===== src/rtl/mac_window_sequencer.sv =====
// Frame sequencer for the convolution MAC: slides a FILT_DIM x FILT_DIM window over
// an IMG_W x IMG_W image, fetching taps and framing each accumulation with rst_acc/acc_en.
module mac_window_sequencer #(
  parameter int unsigned IMG_W    = 8,
  parameter int unsigned FILT_DIM = 4,
  parameter int unsigned ADDR_W   = 6,
  parameter int unsigned FADDR_W  = 4,
  parameter int unsigned POS_W    = 3
) (
  input  logic               clk,
  input  logic               rst,
  input  logic               start,
  output logic               busy,
  output logic               rd_en,
  output logic [ADDR_W-1:0]  img_addr,
  output logic [FADDR_W-1:0] filt_addr,
  input  logic [7:0]         img_data,
  input  logic [7:0]         filt_data,
  output logic [7:0]         img_pixel,
  output logic [7:0]         filter_value,
  output logic               rst_acc,
  output logic               acc_en,
  output logic               res_valid,
  output logic [POS_W-1:0]   res_row,
  output logic [POS_W-1:0]   res_col,
  output logic               frame_done
);

  localparam int unsigned N       = FILT_DIM * FILT_DIM;
  localparam int unsigned OUT_DIM = IMG_W - FILT_DIM + 1;
  localparam int unsigned TAP_W   = (FILT_DIM > 1) ? $clog2(FILT_DIM) : 1;

  typedef enum logic [2:0] {IDLE, CLEAR, FETCH, DRAIN, RESULT} state_t;

  state_t           state;
  logic [TAP_W-1:0] tr, tc;
  logic [TAP_W-1:0] next_tr, next_tc;
  logic             last_win;

  assign img_pixel    = img_data;
  assign filter_value = filt_data;
  assign last_win     = (res_row == POS_W'(OUT_DIM - 1)) && (res_col == POS_W'(OUT_DIM - 1));

  function automatic logic [ADDR_W-1:0] tap_addr(input logic [POS_W-1:0] row,
                                                 input logic [POS_W-1:0] col,
                                                 input logic [TAP_W-1:0] trow,
                                                 input logic [TAP_W-1:0] tcol);
    return ADDR_W'((32'(row) + 32'(trow)) * 32'(IMG_W) + 32'(col) + 32'(tcol));
  endfunction

  always_comb begin
    next_tc = tc + TAP_W'(1);
    next_tr = tr;
    if (tc == TAP_W'(FILT_DIM - 1)) begin
      next_tc = '0;
      next_tr = tr + TAP_W'(1);
    end
  end

  // filt_addr doubles as the tap counter; res_row/res_col double as the window counters.
  always_ff @(posedge clk or posedge rst) begin
    if (rst) begin
      state      <= IDLE;
      busy       <= 1'b0;
      rd_en      <= 1'b0;
      img_addr   <= '0;
      filt_addr  <= '0;
      rst_acc    <= 1'b0;
      acc_en     <= 1'b0;
      res_valid  <= 1'b0;
      res_row    <= '0;
      res_col    <= '0;
      frame_done <= 1'b0;
      tr         <= '0;
      tc         <= '0;
    end else begin
      acc_en     <= rd_en;
      rst_acc    <= 1'b0;
      res_valid  <= 1'b0;
      frame_done <= 1'b0;
      case (state)
        IDLE: begin
          if (start) begin
            state   <= CLEAR;
            busy    <= 1'b1;
            rst_acc <= 1'b1;
            res_row <= '0;
            res_col <= '0;
          end
        end
        CLEAR: begin
          state     <= FETCH;
          rd_en     <= 1'b1;
          filt_addr <= '0;
          tr        <= '0;
          tc        <= '0;
          img_addr  <= tap_addr(res_row, res_col, '0, '0);
        end
        FETCH: begin
          if (filt_addr == FADDR_W'(N - 1)) begin
            state     <= DRAIN;
            rd_en     <= 1'b0;
            img_addr  <= '0;
            filt_addr <= '0;
            tr        <= '0;
            tc        <= '0;
          end else begin
            filt_addr <= filt_addr + FADDR_W'(1);
            tr        <= next_tr;
            tc        <= next_tc;
            img_addr  <= tap_addr(res_row, res_col, next_tr, next_tc);
          end
        end
        DRAIN: begin
          state      <= RESULT;
          res_valid  <= 1'b1;
          frame_done <= last_win;
        end
        RESULT: begin
          if (last_win) begin
            state   <= IDLE;
            busy    <= 1'b0;
            res_row <= '0;
            res_col <= '0;
          end else begin
            state   <= CLEAR;
            rst_acc <= 1'b1;
            if (res_col == POS_W'(OUT_DIM - 1)) begin
              res_col <= '0;
              res_row <= res_row + POS_W'(1);
            end else begin
              res_col <= res_col + POS_W'(1);
            end
          end
        end
        default: state <= IDLE;
      endcase
    end
  end

endmodule


===== config.mk =====
export PLATFORM = sky130hd
export DESIGN_NAME = mac_window_sequencer
export DESIGN_NICKNAME = d
export VERILOG_FILES = /design/src/rtl/mac_window_sequencer.sv
export SDC_FILE = /design/constraint.sdc
export NUM_CORES = 1
export LEC_CHECK = 0
export CELL_PAD_IN_SITES_DETAIL_PLACEMENT = 2
export CELL_PAD_IN_SITES_GLOBAL_PLACEMENT = 2
export CORE_MARGIN = 3
export CORE_UTILIZATION = 27
export CTS_BUF_LIST = sky130_fd_sc_hd__clkbuf_8 sky130_fd_sc_hd__clkbuf_16
export CTS_CLUSTER_SIZE = 14
export DETAILED_ROUTE_END_ITERATION = 6
export HOLD_SLACK_MARGIN = 0.15
export PLACE_DENSITY = 0.84
export SLEW_MARGIN = 40
export SYNTH_ARGS = -nofsm -noshare
export SYNTH_HDL_FRONTEND = slang
export SYNTH_SLANG_ARGS = --single-unit

===== constraint.sdc =====
create_clock -name clk -period 2.5 [get_ports clk]
set_clock_uncertainty 0.05 [all_clocks]
set_input_delay 0.375 -clock clk [delete_from_list [all_inputs] [get_ports clk]]
set_output_delay 0.375 -clock clk [all_outputs]
set_load 0.01 [all_outputs]

Word level (Yosys, flattened, before mapping)
Cells that the tools add are included.

Register bits: 29. Bits of input ports: 19. Output and inout port bits: 38. Logic and storage cells: 74.

Add/sub/neg operators: 9. Eq/ne operators: 12. Mux-type cells: 31. Reduce and logical (&&, ||, !) cells: 9.

Operators with widths (number): 2-to-1 mux 3 bit (7); one-hot mux 3 bit (5 select lines) (1); adder 6 x 3 -> 6 bit (2); one-hot mux 3 bit (2 select lines) (2); one-hot mux 6 bit (2 select lines) (1); == test 3 bit (second input constant) (3); 2-to-1 mux 1 bit (8); 2-to-1 mux 2 bit (4); one-hot mux 2 bit (2 select lines) (2); one-hot mux 4 bit (2 select lines) (1); adder 3 x 1 -> 3 bit (second input constant) (2); adder 6 x 2 -> 6 bit (1); == test 3 x 2 -> 1 bit (second input constant) (2); 2-to-1 mux 6 bit (1); != test 2 bit (second input constant) (3); one-hot mux 1 bit (2 select lines) (3); AND reduction 2 bit (3); AND reduction 3 bit (2); adder 2 x 1 -> 2 bit (second input constant) (2); adder 4 x 1 -> 4 bit (second input constant) (1); == test 4 bit (second input constant) (1); 2-to-1 mux 4 bit (1); nonzero test 2 bit (2); adder 3 x 2 -> 3 bit (1); 5 further kinds (5).

Logic depth before layout (Yosys ltp)
Gate-level depths: netlist of run 1.

Depth after elaboration: 7. Depth in mapped cells: 8. Depth with buffers taken out: 8.

Least setup slack after synthesis of run 1
Ideal clock, no wire load.

Path type: flip-flop to flip-flop. Start: reg tc[0]. End: reg img_addr[4]. Library setup time: 0.126 ns. Arrival time: 1.877 ns. Data required time: 2.324 ns. Slack: 0.447 ns. Stages on the path, launching flop included: 8. Path buffers: 0. Period minus slack after synthesis: 2.053 ns. Cells stage by stage: dfrtp_1 -> ha_1 -> xor2_1 -> ha_1 -> fa_1 -> xnor2_1 -> a221oi_1 -> nor2_1.

Cells in the longest elaborated chain, start to end: 7. Elaborated cells between the ends (all ways): 9. Classes of those cells: 4 x add/sub; 1 x eq/ne; 4 x mux.

RTL lines: start: declaration (line 36) `logic [TAP_W-1:0] tr, tc;`; start signal: assignment (line 110) `tc <= next_tc;`; == test 2 bit (line 54) `if (tc == TAP_W'(FILT_DIM - 1)) begin`; 2-to-1 mux 2 bit (line 54); adder 3 x 2 -> 3 bit (line 48) `return ADDR_W'((32'(row) + 32'(trow)) * 32'(IMG_W) + 32'(col) + 32'(tcol));`; adder 6 x 3 -> 6 bit (line 48); adder 6 x 2 -> 6 bit (*) (line 48); 2-to-1 mux 6 bit (*) (line 100) `if (filt_addr == FADDR_W'(N - 1)) begin`; one-hot mux 6 bit (2 select lines) (*) (line 81) `case (state)`; end signal: assignment (line 97) `img_addr <= tap_addr(res_row, res_col, '0, '0);`; end signal: assignment (line 111) `img_addr <= tap_addr(res_row, res_col, next_tr, next_tc);`; end: declaration (line 15) `output logic [ADDR_W-1:0] img_addr,`.

Every way passes the cells marked *; elsewhere a longest branch is shown, timed or not. A chain may end at the register's enable or synchronous reset.

Worst setup path after layout of run 1
Ends and elaborated chain as after synthesis.

==> metrics.yaml, run 1 <==
timing:
  whs_ps: 383
  fin_crit_ps: 2190
  finalHoldViolCount: 0
  period_share_pct: 87.4
  rsz0062_at_grt: "false"
  slew_viol_final: 0
  worst_pin_slew_ps: 518
  slew_headroom_pct: 65.3
  fin_setup_tns_ps: 0
  max_freq_ghz: 0.458
  setup_viol: 0
  fin_ws_ps: 314
yosys:
  synth-seq-cells: 29
  synth_edf_count: 0
  synth_xor_area_share_pct: 3.64
  seq_area_frac_synth_pct: 43.0
  synth_ff_type: "dfrtp_1"
  yosys_warnings: 0
  syn_inst: 169
  ys_async_sr_fraction_pct: 100
  ys_types: 36
  synth_area_mm2: 0.00169
  synth_top_family_by_area: "simple AND/OR/NAND/NOR gates"
  yosys.area_share.simple_pct: 17.4
  syn_nets: 199
  muxShareOfSynthArea_pct: 2.52
  post_synth_fa_ha_maj_area_fraction_pct: 9.05
  synth_compound_area_share_pct: 13.4
  synth_area_per_cell_um2: 9.98
place:
  dp.cells: 248
  place_congestion: 0.744
  place_worst_setup_slack_ps: 306
  dpl.hpwl_um: 2930
  port-buffer-count: 24
cts:
  clkLatencyLatePin_ps: 290
  postCtsSetupRepairBufs: 0
  htree_levels: 2
  cts_buffer_depth: 2
  cts_root_buf: "clkbuf_8"
  holdBufCountCts: 0
  cts_tree: "done"
  clock_sinks: 29
  post_cts_resized: 0
  numCtsBuffers: 5
  clk_pin_slew_worst_paths_ps: 70
detailed_routing:
  wire_per_inst_um: 15.6
  route.detailed.drc: 0
  ant_nets: 0
  vias_per_cell: 4.83
  wl_um: 4010
  first_iter_violations: 27
  vias: 1237
  dr.pass1.iters: 2
pwr:
  p_per_area_mw_per_mm2: 458
  vdd_drop_max_mv: 0.205
  p_clk_share_pct: 45.9
  p_leak_nw: 0.842
  p_seq_share_pct: 52.1
  p_sw_w: 0.000204
  switching_share_pct: 22.6
  p_int_w: 0.000699
  power_frac_comb_pct: 2.0
cells_and_area:
  syn2layout_area_growth_pct: 16.9
  final_nets: 210
  multi_input_area_um2: 774
  drive_gt1_share_pct: 7.73
  fin_cells: 256
  regArea_um2: 726
  insertedDiodeCount: 0
  nFillCells: 658
setup_path:
  required_ps: 2610
  critical_path.startpoint: "tc[0]"
  critPathCapture: "img_addr[4]"
  crit_path_start_kind: "flop"
  crit_fanout: 5
  crit_type: "reg -> reg"
  r2r-start: "tc[0]"
  worstPathArrival_ps: 2300
  r2r_slack_ps: 310
  r2r_end: "img_addr[4]"
  r2r_cells: 7
  endpoint_kind: "flop"
die:
  initial_utilization_pct: 28.2
  die-area_mm2: 0.00723
  die_h_um: 85.0
  row_count: 28
  core-area_mm2: 0.00599
  die_width_um: 85.0
  num_io_pins: 57
status:
  outcome: "finished, final reports clean"
global_route:
  grt_max_degree: 30
  grt-ovfl-total: 0
  grt_pass1_vias: 1350
  antenna_found_initial: 0
  grt_pass1_wl_um: 6910
  globalRouteTotalUtil_pct: 12.2
flow_run:
  cap_violations: 0
worst_hold_path:
  min_path_type: "reg -> reg"
## metal layers
metal  wire length (um)  global-route usage (%)
met1               1860                    16.0
met2               1900                    18.8
met3                179                    3.98
met4                 59                    4.75
met5                  0                       0
## cells by family (layout without fill, tap and decap cells)
logic type	after synthesis	count (layout)
muxes	4	4
adders and majority gates	11	11
and+or+nand+nor	55	55
xor gates and xnor gates	7	7
AOI/OAI and AO/OA	34	34
buffers and inverters	29	41
DFF	29	29
## power by group through the flow
stage	clock network, W	registers [W]	logic (W)
finish	0.000415	0.000471	0.0000177
CTS	0.000433	0.000470	0.0000190
detailed placement	0	0.000479	0.0000190
floorplan	0	0.000480	0.0000348
global route	0.000460	0.000470	0.0000210
global placement	0	0.000479	0.0000184
## critical path, cell delays in order (launching register included)
cell and delay, ps:
dfrtp_1 400, ha_1 270, xor2_1 180, ha_1 200, fa_1 470, xnor2_1 140
a221oi_1 280, nor2_1 70
## worst min-delay path by stage
stage           from      to  depth (start not counted)
2_1_floorplan    rst  acc_en                          1
3_3_place_gp   rd_en  acc_en                          0
3_5_place_dp   rd_en  acc_en                          0
4_1_cts        rd_en  acc_en                          0
5_1_grt        rd_en  acc_en                          0
6_report       rd_en  acc_en                          0
## final cells by class
type,count,share of cell area (%)
clock inverters,2,0.698
clock buffers,6,4.19
multi-input cells,111,39.3
flip-flops and latches,29,36.8
well taps,75,4.76
repair buffers,26,12.9
inverters,7,1.33
## synth_stat cells (all sizes together) (3+ instances only)
master	count	area [um2]
dfrtp	29	726
buf	20	153
nor2	20	91.3
o21ai	11	55.1
ha	9	113
nand2	9	33.8
a22o	7	61.3
inv	7	26.3
a21oi	6	30.0
and2	4	25.0
nor2b	4	25.0
nor3	4	20.0
xnor2	4	35.0
a221oi	3	26.3
nand3	3	15.0
xor2	3	26.3
## cells in the final DEF (no fill, tap or decap), types with 6 or more instances in the layout
| cell | instances |
|---|---|
| a21oi_1 | 6 |
| ha_1 | 9 |
| inv_1 | 7 |
| o21ai_0 | 11 |
| clkdlybuf4s50_1 | 24 |
| nand2_1 | 9 |
| dfrtp_1 | 29 |
| clkbuf_8 | 6 |
| nor2_1 | 19 |
| a22o_1 | 7 |
## registers in the layout, indices dropped and copies added (netlist names), 2 cells and up
signal and count:
filt_addr 4, img_addr 6, res_col 3, res_row 3, state 3, tc 2, tr 2
## through the flow
stage	util [%]	area (um2)	total power, W
2_1_floorplan	-	1690	0.000514
3_3_place_gp	31.3	1880	0.000498
3_5_place_dp	31.3	1880	0.000499
4_1_cts	32.9	1970	0.000923
5_1_grt	32.9	1970	0.000952
6_report	32.9	1970	0.000903
Power figures use the tool's default switching activity.
==> run 2, diff against run 1 <==
--- a/config.mk
+++ b/config.mk
@@ -5,6 +5,7 @@
 export SDC_FILE = /design/constraint.sdc
 export NUM_CORES = 1
 export LEC_CHECK = 0
+export ABC_AREA = 1
 export CELL_PAD_IN_SITES_DETAIL_PLACEMENT = 2
 export CELL_PAD_IN_SITES_GLOBAL_PLACEMENT = 2
 export CORE_MARGIN = 3
@@ -12,8 +13,10 @@
 export CTS_BUF_LIST = sky130_fd_sc_hd__clkbuf_8 sky130_fd_sc_hd__clkbuf_16
 export CTS_CLUSTER_SIZE = 14
 export DETAILED_ROUTE_END_ITERATION = 6
+export GPL_TIMING_DRIVEN = 0
 export HOLD_SLACK_MARGIN = 0.15
-export PLACE_DENSITY = 0.84
+export PLACE_DENSITY = 0.85
+export SKIP_LAST_GASP = 1
 export SLEW_MARGIN = 40
 export SYNTH_ARGS = -nofsm -noshare
 export SYNTH_HDL_FRONTEND = slang
==> metrics.yaml, run 2 <==
setup_path:
  r2r_cells: 11  # was 7
  worstPathArrival_ps: 2350  # was 2300 ps
  crit_type: "reg -> reg"  # unchanged
  r2r-start: "tc[0]"  # unchanged
  critical_path.startpoint: "tc[0]"  # unchanged
  crit_fanout: 3  # was 5
  required_ps: 2660  # was 2610 ps
  crit_path_start_kind: "flop"  # unchanged
  endpoint_kind: "flop"  # unchanged
place:
  port-buffer-count: 40  # was 24
  dp.cells: 302  # was 248
  dpl.hpwl_um: 3570  # was 2930 um
  place_congestion: 0.691  # was 0.744
detailed_routing:
  vias_per_cell: 4.73  # was 4.83
  ant_nets: 0  # unchanged
  dr.pass1.iters: 2  # unchanged
  first_iter_violations: 34  # was 27
  wl_um: 4720  # was 4010 um
  wire_per_inst_um: 15.2  # was 15.6 um
  vias: 1466  # was 1,237
  route.detailed.drc: 0  # unchanged
yosys:
  yosys_warnings: 0  # unchanged
  yosysMostFrequentCell: "nand2_1"  # was dfrtp_1
  synth_edf_count: 0  # unchanged
  synth_ff_type: "dfrtp_1"  # unchanged
  syn_nets: 217  # was 199
  synth_area_per_cell_um2: 9.21  # was 9.98 um2
  ys_types: 36  # unchanged
  synthTopCellsByArea: "dfrtp_1, nand2_1, buf_4"  # was dfrtp_1, buf_4, ha_1
  synth_area_mm2: 0.00172  # was 0.00169 mm2
  syn_inst: 187  # was 169
  ys_async_sr_fraction_pct: 100  # unchanged
  yosysTopAreaCellShare_pct: 42.1  # was 43.0%
  synth.top_cells.by_count: "nand2_1, dfrtp_1, inv_1"  # was dfrtp_1, nor2_1, buf_4
  synth-seq-cells: 29  # unchanged
  seq_area_frac_synth_pct: 42.1  # was 43.0%
  synth_top_cell_by_area: "dfrtp_1"  # unchanged
global_route:
  grt_max_degree: 30  # unchanged
  grt_pass1_vias: 1687  # was 1,350
  grt-ovfl-total: 0  # unchanged
  grt_pass1_wl_um: 8130  # was 6910 um
  antenna_found_initial: 0  # unchanged
  globalRouteTotalUtil_pct: 14.1  # was 12.2%
die:
  die-area_mm2: 0.00738  # was 0.00723 mm2
  initial_utilization_pct: 28.4  # was 28.2%
  die_h_um: 85.9  # was 85.0 um
  die_width_um: 85.9  # was 85.0 um
  num_io_pins: 57  # unchanged
  row_count: 28  # unchanged
  core-area_mm2: 0.00606  # was 0.00599 mm2
cells_and_area:
  nFillCells: 703  # was 658
  insertedDiodeCount: 0  # unchanged
  largest_reg_flops: 6  # unchanged
  final_nets: 264  # was 210
  fin_cells: 310  # was 256
  drive_gt1_share_pct: 20.9  # was 7.73%
  regMostFlops: "img_addr"  # unchanged
  multi_input_area_um2: 767  # was 774 um2
  final_common_cell: "clkdlybuf4s50_1"  # was dfrtp_1
  top_regs: "img_addr: 6 flops, filt_addr: 4 flops"  # unchanged
  layout_common_cells: "clkdlybuf4s50_1, nand2_1, dfrtp_1, inv_1, buf_4"  # was dfrtp_1, clkdlybuf4s50_1, nor2_1, o21ai_0
  syn2layout_area_growth_pct: 35.7  # was 16.9%
  regArea_um2: 726  # unchanged
timing:
  slew_headroom_pct: 57.3  # was 65.3%
  period_share_pct: 87.3  # was 87.4%
  setup_viol: 0  # unchanged
  finalHoldViolCount: 0  # unchanged
  worst_pin_slew_ps: 640  # was 518 ps
  fin_setup_tns_ps: 0  # unchanged
  fin_crit_ps: 2180  # was 2190 ps
  rsz0062_at_grt: "false"  # unchanged
  max_freq_ghz: 0.458  # about the same
  slew_viol_final: 0  # unchanged
cts:
  htree_levels: 2  # unchanged
  clk_pin_slew_worst_paths_ps: 70  # about the same
  holdBufCountCts: 0  # unchanged
  cts_tree: "done"  # unchanged
  clock_sinks: 29  # unchanged
  clkLatencyLatePin_ps: 290  # about the same
  cts_buffer_depth: 2  # unchanged
  numCtsBuffers: 5  # unchanged
  postCtsSetupRepairBufs: 0  # unchanged
  post_cts_resized: 0  # unchanged
  cts_root_buf: "clkbuf_8"  # unchanged
flow_run:
  cap_violations: 0  # unchanged
worst_hold_path:
  min_from: "rd_en"  # unchanged
  min_path_type: "reg -> reg"  # unchanged
  hold_depth: 0  # unchanged
status:
  outcome: "finished, final reports clean"  # unchanged
pwr:
  p_leak_nw: 1.12  # was 0.842 nW
  vdd_drop_max_mv: 0.356  # was 0.205 mV
  total_power_w: 0.00247  # was 0.000903 W
  p_per_area_mw_per_mm2: 1060  # was 458 mW/mm2
[run 2: worst max-delay path: stages, from the launching register on]
cell and delay [ps]:
dfrtp_1 400, ha_1 250, nand2_1 90, xor2_1 190
inv_1 90, fa_1 530, nand2_1 90, inv_1 80
nand3_1 80, nand2_1 60, nand3_1 60, a21oi_1 140
[run 2: layer usage]
metal	track usage [%]	routed length [um]
met1	16.4	1930
met2	25.0	2450
met3	3.07	231
met4	5.32	102
met5	0	0
[run 2: worst paths after layout]
check                              end  slack, ps
max in group asynchronous        tc[0]       1530
min in group asynchronous     state[2]        450
hold reg to reg                 acc_en        360
hold / removal                  acc_en        360
setup reg to reg           img_addr[5]        320
setup / recovery           img_addr[5]        320
[run 2: final cells by class]
type,instances,share of cell area (%)
Sequential cell,29,31.0
Tap cell,75,4.01
Buffer,17,5.35
Clock inverter,2,1.61
Multi-Input combinational cell,115,32.8
Timing Repair Buffer,40,17.1
Clock buffer,6,3.53
Inverter,26,4.50
[run 2: kinds of logic (layout without fill, tap and decap cells)]
group,count (synthesis),in the layout,synth area share [%]
and+or+nand+nor,69,69,21.0
buffers and inverters,43,91,13.4
AOI/OAI and AO/OA,31,31,12.6
DFF,29,29,42.1
adders and majority gates,11,11,8.86
xor gates and xnor gates,4,4,2.03
[run 2: where the power goes]
group | internal (W) | switching (W)
Combinational | 0.000499 | 0.000669
Clock | 0.000324 | 0.000201
Sequential | 0.000615 | 0.000161
[run 2: stage by stage]
stage	setup WS (ps)	hold slack [ps]	util [%]	instance area, um2
finish	317	365	38.6	2340
global route	136	391	38.6	2340
CTS	278	370	38.6	2340
detailed placement	356	353	36.6	2220
global placement	355	347	36.6	2220
floorplan	512	385	-	1720
==> run 3, diff against run 2 <==
--- a/config.mk
+++ b/config.mk
@@ -6,6 +6,7 @@
 export NUM_CORES = 1
 export LEC_CHECK = 0
 export ABC_AREA = 1
+export CAP_MARGIN = 20
 export CELL_PAD_IN_SITES_DETAIL_PLACEMENT = 2
 export CELL_PAD_IN_SITES_GLOBAL_PLACEMENT = 2
 export CORE_MARGIN = 3
==> results of run 3 <==
Final layout, timing and power as in run 2 (identical DEF).
